==> src/rtl/psw_conditioner.sv <==
// Push-button conditioner: 2-flop sync + stable-level debounce + one-cycle press pulse, 4 channels.
// Latency: o_psw_lvl/o_psw_push change DEB_CYCLES+2 edges after a stable raw level is first sampled.
// Backpressure: none; o_psw_push is a free-running pulse that consumers must sample every cycle.
//
// Ports:
//   i_clock     system clock, all state on the rising edge
//   i_reset_n   asynchronous active-low reset, clears every flop
//   i_psw[3:0]  raw asynchronous buttons, 1 = pressed (bit 0 left, bit 3 right)
//   o_psw_lvl   debounced level per channel, 1 = held
//   o_psw_push  one-cycle pulse per accepted press (plus auto-repeats when enabled)
//
// Optional feature: define PSW_AUTOREPEAT_EN to add per-channel auto-repeat pulses
// (first after REP_DELAY cycles, then every REP_PERIOD cycles while held).
module psw_conditioner #(
  parameter int DEB_CYCLES = 20000,
  parameter int REP_DELAY  = 500000,
  parameter int REP_PERIOD = 100000
) (
  input  logic       i_clock,
  input  logic       i_reset_n,
  input  logic [3:0] i_psw,
  output logic [3:0] o_psw_lvl,
  output logic [3:0] o_psw_push
);

  localparam int DCW = ($clog2(DEB_CYCLES) < 1) ? 1 : $clog2(DEB_CYCLES);
  localparam logic [DCW-1:0] DEB_LAST = DCW'(DEB_CYCLES - 1);

  // Elaboration-time guard on the legal parameter ranges.
  if (DEB_CYCLES < 2 || REP_PERIOD < 2 || REP_DELAY < 1) begin : g_param_bad
    $error("psw_conditioner: DEB_CYCLES and REP_PERIOD must be >= 2, REP_DELAY >= 1");
  end

  logic [3:0] r_s1;
  logic [3:0] r_s2;

  always_ff @(posedge i_clock or negedge i_reset_n) begin
    if (!i_reset_n) begin
      r_s1 <= 4'b0;
      r_s2 <= 4'b0;
    end else begin
      r_s1 <= i_psw;
      r_s2 <= r_s1;
    end
  end

  for (genvar g = 0; g < 4; g++) begin : g_ch
    logic [DCW-1:0] r_deb_cnt;
    logic           r_lvl;
    logic           r_push;
    logic           w_diff;
    logic           w_fire;
    logic           w_press;

    assign w_diff  = r_s2[g] ^ r_lvl;
    // Level flips on the edge where the differing run reaches DEB_CYCLES samples.
    assign w_fire  = w_diff && (r_deb_cnt == DEB_LAST);
    assign w_press = w_fire && r_s2[g];

    always_ff @(posedge i_clock or negedge i_reset_n) begin
      if (!i_reset_n) begin
        r_deb_cnt <= '0;
        r_lvl     <= 1'b0;
      end else if (!w_diff) begin
        r_deb_cnt <= '0;
      end else if (w_fire) begin
        r_deb_cnt <= '0;
        r_lvl     <= r_s2[g];
      end else begin
        r_deb_cnt <= r_deb_cnt + 1'b1;
      end
    end

`ifdef PSW_AUTOREPEAT_EN
    localparam int REP_MAX = (REP_DELAY > REP_PERIOD) ? REP_DELAY : REP_PERIOD;
    localparam int RW      = $clog2(REP_MAX + 1);
    localparam logic [RW-1:0] DLY_LAST = RW'(REP_DELAY - 1);
    localparam logic [RW-1:0] PER_LAST = RW'(REP_PERIOD - 1);

    logic [RW-1:0] r_rep_cnt;
    logic          r_rep_phase;  // 0: waiting for first repeat, 1: periodic repeats
    logic          w_hold;
    logic          w_rep_hit;

    // Held means the level is 1 and is not falling on this edge, so a release
    // edge can never carry a repeat pulse.
    assign w_hold    = r_lvl && !w_fire;
    assign w_rep_hit = w_hold && (r_rep_phase ? (r_rep_cnt == PER_LAST)
                                              : (r_rep_cnt == DLY_LAST));

    always_ff @(posedge i_clock or negedge i_reset_n) begin
      if (!i_reset_n) begin
        r_rep_cnt   <= '0;
        r_rep_phase <= 1'b0;
      end else if (!w_hold) begin
        r_rep_cnt   <= '0;
        r_rep_phase <= 1'b0;
      end else if (w_rep_hit) begin
        r_rep_cnt   <= '0;
        r_rep_phase <= 1'b1;
      end else begin
        r_rep_cnt   <= r_rep_cnt + 1'b1;
      end
    end

    always_ff @(posedge i_clock or negedge i_reset_n) begin
      if (!i_reset_n) r_push <= 1'b0;
      else            r_push <= w_press || w_rep_hit;
    end
`else
    always_ff @(posedge i_clock or negedge i_reset_n) begin
      if (!i_reset_n) r_push <= 1'b0;
      else            r_push <= w_press;
    end
`endif

    assign o_psw_lvl[g]  = r_lvl;
    assign o_psw_push[g] = r_push;
  end

endmodule

==> config.mk <==
export PLATFORM = sky130hd
export DESIGN_NAME = psw_conditioner
export DESIGN_NICKNAME = d
export VERILOG_FILES = /design/src/rtl/psw_conditioner.sv
export SDC_FILE = /design/constraint.sdc
export NUM_CORES = 1
export LEC_CHECK = 0
export ABC_CLOCK_PERIOD_IN_PS = 2600
export CAP_MARGIN = 20
export CORE_ASPECT_RATIO = 0.8
export CORE_MARGIN = 3
export CORE_UTILIZATION = 63
export CTS_CLUSTER_DIAMETER = 80
export DETAILED_ROUTE_END_ITERATION = 16
export DONT_BUFFER_PORTS = 1
export PLACE_DENSITY = 0.8
export SYNTH_ARGS = -nofsm -noshare
export SYNTH_HDL_FRONTEND = slang
export SYNTH_SLANG_ARGS = --single-unit
==> constraint.sdc <==
create_clock -name i_clock -period 2.6 [get_ports i_clock]
set_input_delay 0.13 -clock i_clock [delete_from_list [all_inputs] [get_ports i_clock]]
set_output_delay 0.13 -clock i_clock [all_outputs]
set_load 0.05 [all_outputs]
==> flow_summary.json, run 1 <==
{
  "post-route-period-util": 0.766,
  "synth_edf_count": 0,
  "gr-total-overflow": 0,
  "rsz0062_at_grt": "no",
  "worst_ep_arrival_time_ns": 2.21,
  "synth_top_area_cell": "dfrtp_1",
  "grt_usage": 0.201,
  "async_flop_share": 1.00,
  "dp.cells": 400,
  "skew_ns": 0.00864,
  "vias_per_cell": 5.68,
  "syn_nets": 353,
  "period_minus_slack_ns": 1.99,
  "seq_area_sq_um": 1900,
  "synth_area_sq_um": 3530,
  "fp.coreArea_sq_um": 5210,
  "tightestPinTransition_ns": 0.577,
  "final_antenna_net_count": 0,
  "drive_above_1_share": 0.0636,
  "cts_buffers": 9,
  "io_pins": 14,
  "hold_depth": 1,
  "slew_headroom": 0.615,
  "wl_per_cell_um": 13.8,
  "synth_top_area_share": 0.539,
  "final_max_slew_viol_count": 0,
  "dpl-instance-area_sq_um": 3520,
  "place.gp.congestion": 0.834,
  "ctsResizeCount": 0,
  "initial_core_util": 0.678,
  "dp_hpwl_um": 3800,
  "clk_latency_ns": 0.34,
  "area_growth_pct": 8.22,
  "cts-root-buf": "clkbuf_8",
  "status": "finished clean",
  "yosysSeqAreaShare": 0.539,
  "cts_sinks": 76,
  "synth-warning-count": 0,
  "rows": 23,
  "holdCritStartpoint": "i_psw[2]",
  "path_class": "register to register",
  "fill_cells": 341,
  "drtPass1Iterations": 4,
  "antenna_found_initial": 0,
  "post_cts_buffers": 0,
  "finalSetupTns_ns": 0,
  "cts.clk_slew.worst_paths_ns": 0.08,
  "cap_violations": 0,
  "fin_area_sq_um": 3820,
  "max-vdd-ir-drop_uv": 469,
  "r2r_cells": 4,
  "dieWidth_um": 89.7,
  "grt_first_pass_wirelength_um": 10500,
  "grt_pass1_vias": 2239,
  "dp_slack_ns": 0.613,
  "die-area_sq_um": 6540,
  "endpoint_kind": "register",
  "clockBufferDepth": 2,
  "first_iter_violations": 129,
  "r2r_slack_ns": 0.61,
  "required_ns": 2.82,
  "via_count": 2390,
  "yosys_register_bits": 76,
  "startpoint": "g_ch[0].r_deb_cnt[5]$_DFF_PN0_",
  "synth_cells": 343,
  "hold_class": "input pin to register",
  "portBuffers": 0,
  "crit_path_max_fanout": 14,
  "startpoint_type": "register",
  "clock.fmax_ghz": 0.502,
  "power_density_nw_per_um2": 600,
  "antenna_cells": 0,
  "final_cells": 421,
  "finalSetupViolations": 0,
  "grt_max_degree": 77,
  "synthFlopType": "dfrtp_1",
  "setup_ws_ns": 0.609,
  "finalNetCount": 352,
  "routed_wl_um": 5810,
  "drc": 0,
  "timing.rr.end": "g_ch[0].r_deb_cnt[10]$_DFF_PN0_",
  "ys_types": 31,
  "fp.dieH_um": 73.0,
  "syn_area_per_cell_sq_um": 10.3,
  "p_leak_nw": 1.57,
  "htreeDepth": 3,
  "reg2reg_from": "g_ch[0].r_deb_cnt[5]$_DFF_PN0_",
  "synth_area_leaders": "dfrtp_1, xnor2_1, nor2_1",
  "cts_tree": "built",
  "multi_input_area_sq_um": 1490,
  "final-hold-violation-count": 0,
  "hold_end": "r_s1[2]$_DFF_PN0_"
}
-- metrics by stage --
step	hold slack (ns)	utilization	total power [W]
after global routing	0.317	0.734	0.00239
after CTS	0.322	0.734	0.00232
after detailed placement	-0.163	0.676	0.00129
after global placement	-0.163	0.676	0.00129
final	0.339	0.734	0.00229
after floorplan	-0.166	-	0.00128
-- metal layers --
layer | global-route usage | vias to the layer above | share of wire
met3 | 0.0742 | 8 | 0.047
met2 | 0.308 | 58 | 0.44
li1 | - | 1178 | -
met1 | 0.273 | 1146 | 0.50
met4 | 0.0612 | 0 | 0.011
met5 | 0 | - | 0
-- final cells by class --
type,instances,area share
Tap cell,75,0.0246
Timing Repair Buffer,6,0.0203
Inverter,9,0.00884
Multi-Input combinational cell,240,0.390
Clock buffer,11,0.0396
Clock inverter,4,0.0190
Sequential cell,76,0.498
-- power by group --
part           switching (W)  internal (W)  leakage [nW]
sequential         0.0000255       0.00120          1.03
combinational      0.0000483     0.0000267         0.429
clock               0.000404      0.000586         0.111
-- worst max-delay path, stage by stage, from the launching register on --
cell     delay, ns
dfrtp_1       0.42
or4b_1        0.52
or4_4         0.57
nand2_2       0.26
nor2_1        0.11
-- how the worst max path moves through the flow --
stage	to	slack, ns	cells past startpoint
floorplan	g_ch[0].r_lvl$_DFFE_PN0P_	0.75	3
global placement	g_ch[0].r_deb_cnt[2]$_DFF_PN0_	0.68	4
detailed placement	g_ch[0].r_deb_cnt[10]$_DFF_PN0_	0.61	4
CTS	g_ch[0].r_deb_cnt[14]$_DFF_PN0_	0.61	4
global route	g_ch[0].r_deb_cnt[14]$_DFF_PN0_	0.52	5
finish	g_ch[0].r_deb_cnt[10]$_DFF_PN0_	0.61	4
-- sequential cells by signal (all words and copies together), names as in the netlist --
name	cells
r_s2	4
r_s1	4
g_ch.r_lvl	4
g_ch.r_push	4
g_ch.r_deb_cnt	60
-- cells in the final DEF (no fill, tap or decap), types with 2 or more instances in the layout --
| master | instances |
|---|---|
| nand2_1 | 20 |
| inv_1 | 9 |
| dlygate4sd3_1 | 5 |
| bufinv_16 | 2 |
| and3_1 | 7 |
| or4_1 | 4 |
| and2_1 | 2 |
| o31ai_1 | 2 |
| nor3_1 | 11 |
| nor2_1 | 58 |
| xor2_1 | 21 |
| a21oi_1 | 3 |
| xnor2_1 | 32 |
| mux2_2 | 3 |
| dfrtp_1 | 76 |
| or4b_1 | 2 |
| and4_1 | 4 |
| nand3_1 | 20 |
| nand4_1 | 22 |
| ha_1 | 4 |
| clkbuf_8 | 11 |
| nor3b_1 | 4 |
| nor4_1 | 11 |
| nor4b_1 | 3 |
-- cell usage after synthesis, types with 3 or more instances --
master and n:
a21oi_1 3, and3_1 7, and4_1 4, buf_4 8, clkbuf_1 9, dfrtp_1 76, ha_1 4, inv_1 9
mux2_2 3, nand2_1 20, nand3_1 20, nand4_1 22, nor2_1 58, nor3_1 11, nor3b_1 4, nor4_1 11
nor4b_1 3, or4_1 4, xnor2_1 32, xor2_1 21
-- timing repair --
item | 4_1_cts | 5_1_grt
hold buffers | 6 | 0
endpoints found under the hold margin | 80 | 0
setup endpoints to repair | 0 | 0
-- cells by family (layout without fill, tap and decap cells) --
family                   Yosys count  after routing  share of synthesized area
AND/OR/NAND/NOR                  173            173                      0.253
flip-flops                        76             76                      0.539
XOR/XNOR                          53             53                      0.131
buffers and inverters             27             30                     0.0393
AO/OA/AOI/OAI                      6              6                    0.00992
adder cells (fa/ha/maj)            4              4                     0.0142
multiplexers                       4              4                     0.0138
Note: power is estimated with default switching activity, not from simulation.
==> inputs of run 2 (changes only) <==
- ABC_AREA: default -> 1
- ABC_CLOCK_PERIOD_IN_PS: 2600 -> 2100
- clock period: 2.6 -> 2.1 ns (I/O delays scaled with it)
==> run 2 against run 1 <==
Net effect:
- register-to-register slack better by 0.04 ns
- die area is 14% higher
- clock skew is 0.0026 ns lower
- area after synthesis is 15% higher
- largest cell class unchanged
==> flow_summary.json, run 2 <==
{
  "gr-total-overflow": 0,
  "max_stage_delay_ns": 0.38,
  "post_cts_buffers": 0,
  "power.share.combinational": 0.045,
  "startpoint_type": "register",
  "period_minus_slack_ns": 1.45,
  "cts_buffers": 9,
  "drtPass1Iterations": 5,
  "antenna_cells": 0,
  "ys_top_cells_by_count": "nand2_1, nor2_1, dfrtp_1, inv_1, nand3_1",
  "area_growth_pct": 7.74,
  "cts.clk_slew.worst_paths_ns": 0.08,
  "portBuffers": 0,
  "power.internal_w": 0.00201,
  "worstPathCellList": "ha_1 -> nand2_1 -> nor2_1 -> nand3_1 -> nand2_2 -> nor2_1",
  "syn_nets": 531,
  "power_density_nw_per_um2": 594,
  "met3_usage": 0.0484,
  "crit_path_max_fanout": 5,
  "io_pins": 14,
  "skew_ns": 0.00600,
  "syn_area_per_cell_sq_um": 7.82,
  "final_antenna_net_count": 0,
  "clock.fmax_ghz": 0.689,
  "finalSetupViolations": 0,
  "dp.cells": 596,
  "htreeDepth": 3,
  "cts_tree": "built",
  "clockBufferDepth": 2,
  "final_cells": 617,
  "p_total_w": 0.00261,
  "slowest_stage": "dfrtp_1",
  "rows": 25,
  "largest_reg_flops": 60,
  "worst_ep_arrival_time_ns": 1.68,
  "yosys_register_bits": 76,
  "final_cell_mix": "nand2_1, nor2_1, dfrtp_1, inv_1, nand3_1",
  "path_common_cell": "nor2_1",
  "die-area_sq_um": 7470,
  "final_common_cell": "nand2_1",
  "synthFlopType": "dfrtp_1",
  "cts_sinks": 76,
  "synth_edf_count": 0,
  "antenna_found_initial": 0,
  "synth_most_common_cell": "nand2_1",
  "synth_cells": 521,
  "grtUsageMet2": 0.330,
  "max-vdd-ir-drop_uv": 393,
  "p_leak_nw": 2.06,
  "required_ns": 2.33,
  "yosysSeqAreaShare": 0.467,
  "synth_top_area_cell": "dfrtp_1",
  "initial_core_util": 0.671,
  "clk_latency_ns": 0.34,
  "dp_hpwl_um": 5560,
  "slew_headroom": 0.696,
  "vias_per_cell": 5.26,
  "ys_types": 32,
  "ctsResizeCount": 0,
  "p_seq_frac": 0.579,
  "synth_area_leaders": "dfrtp_1, nand2_1, nor2_1",
  "swShare": 0.229,
  "grt_first_pass_wirelength_um": 13400,
  "power_frac_clock": 0.376,
  "synth-warning-count": 0,
  "place.gp.congestion": 0.893,
  "cts-root-buf": "clkbuf_8",
  "path_class": "register to register",
  "dieWidth_um": 95.9,
  "finalSetupTns_ns": 0,
  "hold_class": "input pin to asynchronous set/reset pin",
  "synth_top_area_share": 0.467,
  "finalNetCount": 542,
  "cap_violations": 0,
  "busiest_layer": "met1",
  "post-route-period-util": 0.691,
  "grt_pass1_vias": 2980,
  "tightestPinTransition_ns": 0.456,
  "status": "finished clean",
  "fp.coreArea_sq_um": 6070,
  "rsz0062_at_grt": "no",
  "final-hold-violation-count": 0,
  "final_max_slew_viol_count": 0,
  "async_flop_share": 1.00,
  "synth_area_sq_um": 4070,
  "via_count": 3243,
  "routed_wl_um": 7460,
  "drive_above_1_share": 0.127,
  "grt_usage": 0.226,
  "wl_per_cell_um": 12.1,
  "fp.dieH_um": 77.9,
  "first_iter_violations": 242,
  "endpoint_kind": "register",
  "grt_use_met1": 0.334,
  "p_sw_w": 0.000597,
  "grt_max_degree": 77,
  "drc": 0,
  "regMostFlops": "g_ch.r_deb_cnt"
}
[run 2: cell types whose count changed in the layout (fill, tap and decap cells not counted), moves of 11 or more]
cell,delta
nor4_1,-11
nand2_2,+13
xnor2_1,-29
nand2_1,+94
inv_1,+56
nor2_2,+14
nand3_1,+22
nor2_1,+34
xor2_1,-11
[run 2: layout make-up]
type                       instances  area [sq um]
sequential                        76          1900
multi-input combinational        366          1840
fill                             467          1680
inverter                          69           259
clock buffer                      11           151
timing repair buffer              10           108
tap                               81           101
clock inverter                     4          25.0
[run 2: per-layer routing]
layer,vias up,part of all wire,wire length (um)
met5,-,0,0
met4,0,0.0087,65
met3,8,0.056,415
met2,88,0.45,3340
met1,1493,0.49,3640
li1,1654,-,-
[run 2: power groups by stage]
stage	registers [W]	logic, W	clock network, W
2_1_floorplan	0.00153	0.0000650	0
3_3_place_gp	0.00154	0.0000751	0
3_5_place_dp	0.00154	0.0000778	0
4_1_cts	0.00151	0.000120	0.00101
5_1_grt	0.00151	0.000138	0.00108
6_report	0.00151	0.000117	0.000981
[run 2: final timing paths]
kind,start,endpoint,slack (ns),cells past startpoint
max in group asynchronous,i_reset_n,g_ch[2].r_deb_cnt[11]$_DFF_PN0_,1.49,2
setup reg to reg,g_ch[0].r_deb_cnt[0]$_DFF_PN0_,g_ch[0].r_deb_cnt[9]$_DFF_PN0_,0.65,6
hold reg to reg,r_s1[0]$_DFF_PN0_,r_s2[0]$_DFF_PN0_,0.36,0
hold / removal,i_reset_n,g_ch[0].r_deb_cnt[7]$_DFF_PN0_,0.31,2
setup / recovery,g_ch[0].r_deb_cnt[0]$_DFF_PN0_,g_ch[0].r_deb_cnt[9]$_DFF_PN0_,0.65,6
min in group i_clock,i_psw[3],r_s1[3]$_DFF_PN0_,0.32,1
[run 2: metrics by stage]
step / setup WS, ns / util / hold WS [ns] / cell area [sq um]
2_1_floorplan: 0.866 / - / -0.191 / 4070
3_5_place_dp: 0.637 / 0.681 / -0.188 / 4140
4_1_cts: 0.639 / 0.723 / 0.307 / 4390
6_report: 0.648 / 0.723 / 0.309 / 4390
5_1_grt: 0.448 / 0.723 / 0.300 / 4390
3_3_place_gp: 0.701 / 0.681 / -0.189 / 4140
[run 2: logic make-up (layout without fill, tap and decap cells)]
group,after synthesis,after routing,synth area share
compound gates,25,25,0.0375
simple gates,323,323,0.368
xor+xnor,14,14,0.0347
flops,76,76,0.467
fa+ha+maj,4,4,0.0123
buf+inv,79,94,0.0808
[run 2: timing repair]
| action | in CTS | in global routing |
|---|---|---|
| hold buffers | 6 | 0 |
| endpoints found under the hold margin | 80 | 0 |
| setup endpoints to repair | 0 | 0 |
[run 2: critical path: cells and delay by family (launching register included)]
kind,cells,cell delay (ns)
and+or+nand+nor,5,0.78
adders and majority gates,1,0.18
DFF,1,0.38
